==> src/rtl/mag_cmp_pkg.sv <==
// Shared types and helpers for the round-robin comparator arbiter.
// Holds the FSM state enum, default sizes and the round-robin winner search.
package mag_cmp_pkg;

  typedef enum logic [1:0] {
    IDLE = 2'd0,
    CMP  = 2'd1,
    DONE = 2'd2
  } state_t;

  localparam int NREQ_DEF = 4;
  localparam int W_DEF    = 4;
  localparam int NREQ_MAX = 8;
  localparam int IDW_MAX  = 3;

  // First set request at or above ptr, wrapping at nreq; -1 when nothing is requested.
  function automatic int rr_pick(input logic [NREQ_MAX-1:0] req, input int ptr, input int nreq);
    int win;
    int idx;
    win = -1;
    for (int k = 0; k < NREQ_MAX; k++) begin
      idx = (ptr + k) % nreq;
      if (k < nreq && win < 0 && req[idx[IDW_MAX-1:0]]) begin
        win = idx;
      end
    end
    return win;
  endfunction

endpackage

==> src/rtl/mag_cmp_arbiter_if.sv <==
// Requester-side bundle of the comparator arbiter: level requests and operands in,
// grant/done/result flags out. master = requesters, slave = arbiter.
interface mag_cmp_arbiter_if
  import mag_cmp_pkg::*;
#(
  parameter int NREQ = NREQ_DEF,
  parameter int W    = W_DEF,
  parameter int IDW  = 2
);

  logic [NREQ-1:0]   req;
  logic [NREQ*W-1:0] opa;
  logic [NREQ*W-1:0] opb;
  logic [NREQ-1:0]   gnt;
  logic [NREQ-1:0]   done;
  logic              res_eq;
  logic              res_gt;
  logic              res_lt;
  logic [IDW-1:0]    res_id;
  logic              busy;

  modport master (
    output req, opa, opb,
    input  gnt, done, res_eq, res_gt, res_lt, res_id, busy
  );

  modport slave (
    input  req, opa, opb,
    output gnt, done, res_eq, res_gt, res_lt, res_id, busy
  );

endinterface

==> src/rtl/mag_cmp_core.sv <==
// Unsigned W-bit magnitude comparator; purely combinational, zero latency.
// No handshake: outputs follow a/b within the same cycle.
module mag_cmp_core #(
  parameter int W = 4
) (
  input  logic [W-1:0] a,
  input  logic [W-1:0] b,
  output logic         eq,
  output logic         gt,
  output logic         lt
);

  assign eq = (a == b);
  assign gt = (a > b);
  assign lt = (a < b);

endmodule

==> src/rtl/mag_cmp_arbiter.sv <==
// Round-robin scheduler sharing one comparator: gnt in t+1, done/results in t+2 after req.
// No backpressure: requesters hold req/operands until gnt; one comparison per 3 cycles.
module mag_cmp_arbiter
  import mag_cmp_pkg::*;
#(
  parameter int NREQ = NREQ_DEF,
  parameter int W    = W_DEF,
  parameter int IDW  = 2
) (
  input  logic              clk,
  input  logic              rst_n,
  mag_cmp_arbiter_if.slave  bus
);

  state_t         state;
  logic [IDW-1:0] rr_ptr;
  logic [IDW-1:0] id_r;
  logic [W-1:0]   a_r;
  logic [W-1:0]   b_r;
  logic [IDW-1:0] win;
  logic [W-1:0]   a_sel;
  logic [W-1:0]   b_sel;
  logic           cmp_eq;
  logic           cmp_gt;
  logic           cmp_lt;
  int             pick;

  always_comb begin
    pick = rr_pick(NREQ_MAX'(bus.req), int'(rr_ptr), NREQ);
  end

  assign win = IDW'(pick);

  always_comb begin
    a_sel = '0;
    b_sel = '0;
    for (int i = 0; i < NREQ; i++) begin
      if (win == IDW'(i)) begin
        a_sel = bus.opa[i*W +: W];
        b_sel = bus.opb[i*W +: W];
      end
    end
  end

  mag_cmp_core #(.W(W)) u_core (
    .a  (a_r),
    .b  (b_r),
    .eq (cmp_eq),
    .gt (cmp_gt),
    .lt (cmp_lt)
  );

  always_ff @(posedge clk) begin
    if (!rst_n) begin
      state      <= IDLE;
      rr_ptr     <= '0;
      id_r       <= '0;
      a_r        <= '0;
      b_r        <= '0;
      bus.gnt    <= '0;
      bus.done   <= '0;
      bus.res_eq <= 1'b0;
      bus.res_gt <= 1'b0;
      bus.res_lt <= 1'b0;
      bus.res_id <= '0;
      bus.busy   <= 1'b0;
    end else begin
      case (state)
        IDLE: begin
          if (|bus.req) begin
            a_r      <= a_sel;
            b_r      <= b_sel;
            id_r     <= win;
            bus.gnt  <= NREQ'(1) << win;
            bus.busy <= 1'b1;
            state    <= CMP;
          end
        end
        CMP: begin
          bus.res_eq <= cmp_eq;
          bus.res_gt <= cmp_gt;
          bus.res_lt <= cmp_lt;
          bus.res_id <= id_r;
          bus.done   <= NREQ'(1) << id_r;
          bus.gnt    <= '0;
          // The just-served requester drops to lowest priority.
          rr_ptr     <= (id_r == IDW'(NREQ - 1)) ? '0 : id_r + 1'b1;
          state      <= DONE;
        end
        DONE: begin
          bus.done <= '0;
          bus.busy <= 1'b0;
          state    <= IDLE;
        end
        default: begin
          state <= IDLE;
        end
      endcase
    end
  end

endmodule

==> src/flat_wrapper.sv <==
// flat-port wrapper written by rule: the top's interface ports become plain ports
module mag_cmp_arbiter_flat import mag_cmp_pkg::*;
#(
  parameter int NREQ = NREQ_DEF,
  parameter int W    = W_DEF,
  parameter int IDW  = 2
)
  (clk, rst_n, bus_req, bus_opa, bus_opb, bus_gnt, bus_done, bus_res_eq, bus_res_gt, bus_res_lt, bus_res_id, bus_busy);
  mag_cmp_arbiter_if #(.NREQ(NREQ), .W(W), .IDW(IDW)) bus_i ();
  input  logic clk;
  input  logic rst_n;
  input wire logic [$bits(bus_i.req)-1:0] bus_req;
  input wire logic [$bits(bus_i.opa)-1:0] bus_opa;
  input wire logic [$bits(bus_i.opb)-1:0] bus_opb;
  output wire logic [$bits(bus_i.gnt)-1:0] bus_gnt;
  output wire logic [$bits(bus_i.done)-1:0] bus_done;
  output wire logic [$bits(bus_i.res_eq)-1:0] bus_res_eq;
  output wire logic [$bits(bus_i.res_gt)-1:0] bus_res_gt;
  output wire logic [$bits(bus_i.res_lt)-1:0] bus_res_lt;
  output wire logic [$bits(bus_i.res_id)-1:0] bus_res_id;
  output wire logic [$bits(bus_i.busy)-1:0] bus_busy;
  assign bus_i.req = bus_req;
  assign bus_i.opa = bus_opa;
  assign bus_i.opb = bus_opb;
  assign bus_gnt = bus_i.gnt;
  assign bus_done = bus_i.done;
  assign bus_res_eq = bus_i.res_eq;
  assign bus_res_gt = bus_i.res_gt;
  assign bus_res_lt = bus_i.res_lt;
  assign bus_res_id = bus_i.res_id;
  assign bus_busy = bus_i.busy;
  mag_cmp_arbiter #(.NREQ(NREQ), .W(W), .IDW(IDW)) u_core (.clk(clk), .rst_n(rst_n), .bus(bus_i));
endmodule
==> config.mk <==
export PLATFORM = sky130hd
export DESIGN_NAME = mag_cmp_arbiter_flat
export DESIGN_NICKNAME = d
export VERILOG_FILES = /design/src/rtl/mag_cmp_pkg.sv /design/src/rtl/mag_cmp_arbiter_if.sv /design/src/rtl/mag_cmp_core.sv /design/src/rtl/mag_cmp_arbiter.sv /design/src/flat_wrapper.sv
export SDC_FILE = /design/constraint.sdc
export NUM_CORES = 1
export LEC_CHECK = 0
export ABC_AREA = 1
export CAP_MARGIN = 20
export CORE_MARGIN = 3
export CORE_UTILIZATION = 56
export DETAILED_ROUTE_END_ITERATION = 16
export DONT_BUFFER_PORTS = 1
export HOLD_SLACK_MARGIN = 0.08
export PLACE_DENSITY = 0.82
export SLEW_MARGIN = 0
export SYNTH_ARGS = -nofsm -noshare
export SYNTH_HDL_FRONTEND = slang
export SYNTH_SLANG_ARGS = --single-unit
==> constraint.sdc <==
create_clock -name clk -period 2.07 [get_ports clk]
set_input_delay 0.207 -clock clk [delete_from_list [all_inputs] [get_ports clk]]
set_output_delay 0.207 -clock clk [all_outputs]
set_load 0.005 [all_outputs]
# After elaboration in Yosys (flattened, before gate mapping)
# Cells that the tools add are included.
# totals
output_inout_bits	14
ff_bits	28
word_cells	81
inputBits	38
# classes
n_eq_ne	8
n_shift	2
n_mux	28
n_bitwise	3
addsub	4
magnitude_cmp	9
n_reduce_logical	15
# ops
cell	count
less-than comparator 32 x 1 -> 1 bit, second input constant	3
two-way mux 32 bit	3
two-way mux 4 bit	9
one-hot mux 4 bit (2 select lines)	2
less-than comparator 3 x 4 -> 1 bit, second input constant	3
binary-select mux 1 bit (select 3 bit)	3
equality test 2 bit, second input constant	4
left shift 1 x 2 -> 4 bit, first input constant	2
two-way mux 2 bit	3
AND reduction 2 bit	3
nonzero test 2 bit	3
OR reduction 2 bit	3
two-way mux 1 bit	5
adder 2 x 1 -> 2 bit, second input constant	2
adder 2 bit, second input constant	2
equality test 2 x 1 -> 1 bit, second input constant	2
equality test 4 bit	1
greater-than comparator 4 bit	1
zero test 2 bit	2
less-than comparator 2 x 4 -> 1 bit, second input constant	1
less-than comparator 4 bit	1
one-hot mux 2 bit (2 select lines)	1
OR reduction 4 bit	1
AND 1 bit, first input constant	3
4 further kinds	6

# Depth between registers and ports, before layout
# Gate-level depths: netlist (run 1).
# logic_depth
ltp_word	18
ltp_mapped	18
mapped_depth_nobuf	17

# Hierarchy
# Synthesis (run 1) repeated with hierarchy kept, for this count alone.
# unflattened
cells_unflattened	283
hier_area_um2	1955.6
# modules_own_cells
module	seq_area_each_um2	n_inst	area_each_um2	cells_per_inst
mag_cmp_arbiter	560.5	1	1840.5	263
mag_cmp_core	0.0	1	115.1	20

# Least setup slack after synthesis (run 1)
# OpenSTA, ideal clock, no wires.
# synth_timing
path_type	register to register
from	reg u_core.rr_ptr[0]
to	reg u_core.b_r[1]
setup_time_ns	0.131
n_path_buf	2
synth_period_minus_slack_ns	1.713
stages_incl_launch_ff	16
t_required_ns	1.939
arrival_ns	1.582
setup_slack_ns	0.357
path_cell_list	dfxtp_1 -> buf_6 -> nand2_1 -> nand2_2 -> nand2_1 -> nand2_2 -> nand3_2 -> nor2_2 -> inv_2 -> nand2_4 -> nand2_4 -> buf_6 -> o21ai_1 -> inv_1 -> nand2_1 -> a21oi_2
# synth_via
elab_chain_len	18
elab_cells_between_ends	35
classes_between	3 x add/sub; 3 x order compare; 3 x eq/ne; 16 x mux; 3 x bitwise; 7 x reduce/logical
# synth_lines
item	line_no	source
start, declared	mag_cmp_arbiter.sv:16	logic [IDW-1:0] rr_ptr;
start signal, assigned	mag_cmp_arbiter.sv:87	rr_ptr <= (id_r == IDW'(NREQ - 1)) ? '0 : id_r + 1'b1;
parallel branches: the longest is 12 deep, another holds less-than comparator 32 x 1 -> 1 bit	-	
two-way mux 2 bit (*)	mag_cmp_pkg.sv:23	if (k < nreq && win < 0 && req[idx[IDW_MAX-1:0]]) begin
zero test 2 bit	mag_cmp_arbiter.sv:38	if (win == IDW'(i)) begin
two-way mux 4 bit (3 in series)	mag_cmp_arbiter.sv:38	
two-way mux 4 bit (*)	mag_cmp_arbiter.sv:38	
end signal, assigned	mag_cmp_arbiter.sv:72	b_r <= b_sel;
end, declared	mag_cmp_arbiter.sv:19	logic [W-1:0] b_r;
# Every way passes the cells marked *. The select of a mux whose other input is x is not followed.
# A chain may end at the register's enable or synchronous reset.

# Worst setup path after layout (run 1)
# layout_timing
from	reg u_core.rr_ptr[0]
to	reg u_core.b_r[3]
# The elaborated chain is that of the path after synthesis.

==> reports/qor.yml, run 1 <==
worst_setup_path:
  critPathSlowestCell: "dfxtp_4"
  critPathTopFamily: "simple AND/OR/NAND/NOR gates"
  path_cells: "buf_6, nand2_1, nand2_1, nand2_1, nand2_2, inv_2, nand3_2, nor2_4, inv_2, nand2_4, nand2_4, o21ai_0, inv_1, nand2_1, a21oi_2"
  crit_path_frequent_cell: "nand2_1"
  endpoint_kind: "register"
  crit_fanout: 14
  cp.required_ps: 2310
  crit_path_start_kind: "register"
  critPathMaxStageDelay_ps: 390
  crit_type: "register to register"
  arrival_ps: 2130
  path_buf_inv: 4
synth:
  ys_warn_count: 0
  postSynth.asyncResetShare: 0
  synthDistinctLibCells: 27
  yosysMostFrequentCell: "nand2_1"
  synth_top_cell_area_share: 0.305
  ys_seq_elements: 28
  ys.flop_type: "dfxtp_1"
  synth_enable_flop_cells: 0
  synthTopCellsByArea: "dfxtp_1 30%, nand2_1 16%, ha_1 8.2%, a21oi_1 7.3%, nand3_1 6.8%"
  syn_area_um2: 1840
  synth_cells: 275
  synth_fp_nets: 325
  yosys.area.top_type: "dfxtp_1"
  synth_commonest_cells: "77 x nand2_1, 31 x inv_1, 28 x dfxtp_1"
  avgSynthCellArea_um2: 6.69
  ys_seq_area_frac: 0.305
timing:
  slew_headroom: 0.669
  maxSlewViolCount: 0
  tightest_slew_ps: 493
  fin_crit_sh: 0.913
  setup_viol_count_final: 0
  skew_ps: 5.26
  max_freq_ghz: 0.529
  worst_hold_slack_ps: 134
  hold_violations: 0
  final.min_clock_period_ps: 1890
layout:
  antenna_cells: 0
  utilization: 0.642
  layout-drive-gt1-share: 0.170
  syn_to_final_growth_pct: 8.37
  layout.nets: 333
power_and_ir_drop:
  peakVddDrop_mv: 0.480
  power_density_nw_per_um2: 962
  p_leak_nw: 0.924
  power_mw: 1.92
global_routing:
  grt_pass1_wl_um: 6700
  grt_pass1_vias: 1536
  grt_max_degree: 16
  grt_use_total: 0.205
  grt_remaining_overflow: 0
  antenna_found_initial: 0
clock_network:
  clkTransAtPathRegs_ps: 150
  cts_tree: "built"
  numCtsBuffers: 3
  htree_levels: 1
  clockBufferDepth: 2
  clock_latency_ps: 330
  clock_sinks: 28
  cts_root_buffer: "clkbuf_4"
place:
  port-buffer-count: 0
  gp_routability_congestion: 0.843
  hpwlAfterDp_um: 3170
routing:
  totalWireLength_um: 4090
  vias: 1726
  wire_per_inst_um: 12.5
  ant_nets: 0
  drt_iter0_drc: 95
  viasPerCell: 5.29
  first_pass_iters: 4
  route.detailed.drc: 0
die:
  rows: 20
  io_pins: 52
  fp.dieW_um: 63.3
  die_area_um2: 4010
  placeableCoreArea_um2: 3100
  fp.dieH_um: 63.3
  start_util: 0.593
flow_run:
  drv_cap: 0
min_path:
  hold_class: "input port to register"
run_status:
  status: "complete, no violations"
registers in the layout, indices dropped and copies added, names as in the netlist:
name,count
u_core.bus.res_eq,1
u_core.id_r,2
u_core.rr_ptr,2
u_core.bus.res_gt,1
u_core.state,2
u_core.b_r,4
u_core.bus.done,4
u_core.bus.res_id,2
u_core.a_r,4
u_core.bus.res_lt,1
u_core.bus.gnt,4
u_core.bus.busy,1
final cells by class:
type / instances / area [µm²]
multi-input combinational: 203 / 1100
tap: 44 / 55.1
fill: 332 / 1110
timing repair buffer: 11 / 93.8
sequential: 28 / 566
clock buffer: 4 / 36.3
inverter: 36 / 138
path summary, 6_finish.rpt:
path | start | to | slack (ps) | depth (start not counted)
worst min-delay path | bus_opb[14] | u_core.b_r[2]$_SDFFE_PN0P_ | 130 | 4
worst max-delay path | u_core.rr_ptr[0]$_SDFFE_PN0P_ | u_core.b_r[3]$_SDFFE_PN0P_ | 180 | 15
worst min register to register | u_core.a_r[2]$_SDFFE_PN0P_ | u_core.a_r[2]$_SDFFE_PN0P_ | 480 | 2
worst max register to register | u_core.rr_ptr[0]$_SDFFE_PN0P_ | u_core.b_r[3]$_SDFFE_PN0P_ | 180 | 15
worst register-to-register path: cells and delay by family, from the launching register on:
| kind | cells | cell delay [ps] |
|---|---|---|
| flip-flops | 1 | 390 |
| AND/OR/NAND/NOR | 9 | 870 |
| AO/OA/AOI/OAI | 2 | 210 |
| buffers and inverters | 4 | 330 |
where the power goes:
part	internal (mW)	switching (mW)	total, mW
logic	0.347	0.593	0.940
registers	0.640	0.0722	0.712
clock network	0.108	0.159	0.266
metrics by stage:
| stage | setup TNS (ps) | setup WS, ps | cells | cell area (µm²) |
|---|---|---|---|---|
| 6_report | 0 | 179 | 326 | 1990 |
| 2_1_floorplan | 0 | 357 | 275 | 1840 |
| 5_1_grt | -39.1 | -13.0 | 326 | 1990 |
| 4_1_cts | 0 | 71.1 | 321 | 1930 |
| 3_3_place_gp | 0 | 170 | 314 | 1860 |
| 3_5_place_dp | 0 | 97.8 | 314 | 1860 |
placed cells by master, fill, tap and decap left out, drive strengths merged:
cell         count
nand2           93
inv             36
a21oi           28
dfxtp           28
nand3           27
o21ai           20
ha              12
nor2            11
buf              8
nand4            7
clkbuf           4
dlygate4sd3      3
nor3             2
nor4             1
o211a            1
a211oi           1
layer usage:
metal,share of wire,vias up,wire length (µm),GRT usage
li1,-,907,-,-
met1,0.45,772,1830,0.265
met2,0.49,45,2000,0.349
met3,0.058,2,237,0.0481
met4,0.0039,0,16,0.0377
met5,0,-,0,0
cell families after synthesis:
family / Yosys count / synth area share
adder cells (fa/ha/maj): 12 / 0.0816
AO/OA/AOI/OAI: 50 / 0.148
AND/OR/NAND/NOR: 140 / 0.357
buffers and inverters: 45 / 0.108
flip-flops: 28 / 0.305
what timing repair did:
| action | CTS | global route |
|---|---|---|
| gates resized for setup | 0 | 10 |
| hold endpoints to repair | 8 | 0 |
| setup buffers | 0 | 4 |
| endpoints found under the setup margin | 0 | 8 |
| hold buffers | 3 | 0 |
Power figures use the tool's default switching activity.
==> run 2, diff against run 1 <==
--- a/config.mk
+++ b/config.mk
@@ -7,5 +7,4 @@
 export LEC_CHECK = 0
 export ABC_AREA = 1
-export CAP_MARGIN = 20
 export CORE_MARGIN = 3
 export CORE_UTILIZATION = 56
==> constraint.sdc (replaced) <==
create_clock -name clk -period 2.07 [get_ports clk]
set_input_delay 0.414 -clock clk [delete_from_list [all_inputs] [get_ports clk]]
set_output_delay 0.414 -clock clk [all_outputs]
set_load 0.005 [all_outputs]
==> run 2 against run 1 <==
Final cell count is 0.61% lower; critical endpoint is now u_core.a_r[3]$_SDFFE_PN0P_; clock power rose by 37%; sequential share of layout area decreased by 0.40 points; largest cell class unchanged; count of clock-buffer cells in the layout is 1 lower; setup slack lost 70 ps; hold slack improved by 56 ps; power rose by 7.2%; clock skew increased by 1.6 ps; critical path depth unchanged; global-route usage up 0.95 points; routed wire length is 5.0% higher.
==> reports/qor.yml, run 2 (same netlist as run 1, synthesis figures left out) <==
worst_setup_path:
  critPathMaxStageDelay_ps: 390
  crit_type: "register to register"
  cp.required_ps: 2350
  ff2ff_path_depth: 15
  crit_fanout: 9
  path_cells: "buf_4, nand2_2, nand2_1, nand2_2, nand2_2, inv_2, nand3_2, nor2_4, inv_2, nand2_8, nor2_4, nand2_1, nand3_1, nand2_1, a21oi_1"
  arrival_ps: 2240
  endpoint_kind: "register"
  crit_path_start_kind: "register"
  reg2reg_slack_ps: 110
  r2r-end: "u_core.a_r[3]$_SDFFE_PN0P_"
  critPathSlowestCell: "dfxtp_4"
  startpoint: "u_core.rr_ptr[0]$_SDFFE_PN0P_"
  crit_end: "u_core.a_r[3]$_SDFFE_PN0P_"
  r2r_start: "u_core.rr_ptr[0]$_SDFFE_PN0P_"
timing:
  fin_ws_ps: 109
  tightest_slew_ps: 419
  slew_headroom: 0.718
  setup_tns_ps: 0
  maxSlewViolCount: 0
  max_freq_ghz: 0.510
  setup_viol_count_final: 0
  skew_ps: 6.89
  fin_crit_sh: 0.947
  worst_hold_slack_ps: 191
  hold_violations: 0
  final.min_clock_period_ps: 1960
routing:
  route.detailed.drc: 0
  drt_iter0_drc: 87
  first_pass_iters: 4
  wire_per_inst_um: 13.2
  ant_nets: 0
  viasPerCell: 5.26
  vias: 1703
  totalWireLength_um: 4290
global_routing:
  grt_max_degree: 17
  grt_pass1_vias: 1624
  grt_use_total: 0.214
  grt_pass1_wl_um: 6940
  grt_remaining_overflow: 0
  antenna_found_initial: 0
run_status:
  status: "complete, no violations"
die:
  fp.dieW_um: 63.3
  placeableCoreArea_um2: 3100
  start_util: 0.593
  fp.dieH_um: 63.3
  rows: 20
  die_area_um2: 4010
  io_pins: 52
clock_network:
  postCtsHoldBufs: 0
  cts_root_buffer: "clkbuf_4"
  numCtsBuffers: 3
  htree_levels: 1
  cts_tree: "built"
  clkTransAtPathRegs_ps: 150
  clockBufferDepth: 2
  clock_sinks: 28
  clock_latency_ps: 340
place:
  dp_cells: 315
  pre_cts_slack_ps: 96.2
  hpwlAfterDp_um: 3260
  port-buffer-count: 0
  gp_routability_congestion: 0.842
layout:
  mostFrequentLayoutCell: "nand2_1"
  utilization: 0.652
  final_cell_mix: "73 x nand2_1, 31 x inv_1, 26 x a21oi_1, 26 x dfxtp_1, 23 x nand3_1"
  multiInputGateArea_um2: 1130
  syn_to_final_growth_pct: 9.93
  fillCellCount: 307
  ff_latch_area_um2: 566
  layout-drive-gt1-share: 0.193
  layout.nets: 331
  layout.cells.non_filler: 324
  antenna_cells: 0
min_path:
  hold_class: "input port to register"
power_and_ir_drop:
  p_leak_nw: 0.928
  peakVddDrop_mv: 0.558
  power_density_nw_per_um2: 1020
flow_run:
  drv_cap: 0
-- run 2: changes by cell type in the layout (fill, tap and decap cells not counted), moves of 2 or more --
cell           previous run  this run
buf_4                     7         9
dlygate4sd3_1             3         0
nand2_1                  77        73
nand2_2                  13        16
nor2_2                    3         1
nor2_4                    2         4
o21ai_0                  14        12
o21ai_1                   3         5
-- run 2: final cells by class --
cell class	count	area share
clock buffer	3	0.0111
sequential	28	0.280
tap	44	0.0272
multi-input combinational	202	0.560
clock inverter	1	0.0149
inverter	36	0.0681
timing repair buffer	10	0.0390
-- run 2: per-stage QoR --
stage                     power, mW  area, µm²
after global routing           2.24       2020
after detailed placement       1.59       1870
after global placement         1.56       1870
final                          2.06       2020
after floorplan                1.44       1840
after CTS                      1.95       1920
-- run 2: what timing repair did --
| item | 4_1_cts | 5_1_grt |
|---|---|---|
| endpoints found under the setup margin | 0 | 8 |
| resized for setup | 0 | 20 |
| buffers inserted | 0 | 5 |
-- run 2: worst min-delay path by stage --
stage	startpoint	endpoint	slack, ps	depth (start not counted)
3_3_place_gp	u_core.b_r[3]$_SDFFE_PN0P_	u_core.b_r[3]$_SDFFE_PN0P_	460	2
5_1_grt	rst_n	u_core.bus.res_id[0]$_SDFFE_PN0P_	180	2
4_1_cts	rst_n	u_core.bus.res_id[0]$_SDFFE_PN0P_	190	2
6_report	rst_n	u_core.bus.res_id[0]$_SDFFE_PN0P_	190	2
3_5_place_dp	u_core.b_r[2]$_SDFFE_PN0P_	u_core.b_r[2]$_SDFFE_PN0P_	460	2
2_1_floorplan	u_core.a_r[0]$_SDFFE_PN0P_	u_core.a_r[0]$_SDFFE_PN0P_	450	2
-- run 2: metal layers --
metal,global-route usage,share of wire,vias up
met5,0,0,-
met4,0.0566,0.012,0
met3,0.0553,0.060,6
met2,0.382,0.50,48
met1,0.254,0.42,748
li1,-,-,901
-- run 2: critical path: cells and delay by family, from the launching register on --
| kind | cells | cell delay [ps] |
|---|---|---|
| and+or+nand+nor | 11 | 1070 |
| AOI/OAI and AO/OA | 1 | 120 |
| buffers and inverters | 3 | 320 |
| DFF | 1 | 390 |
-- run 2: power by group --
part	leakage, nW	internal (mW)	switching [mW]	total, mW
combinational	0.669	0.366	0.614	0.980
clock	0.0279	0.196	0.168	0.365
sequential	0.231	0.640	0.0728	0.713
total	0.928	1.20	0.855	2.06
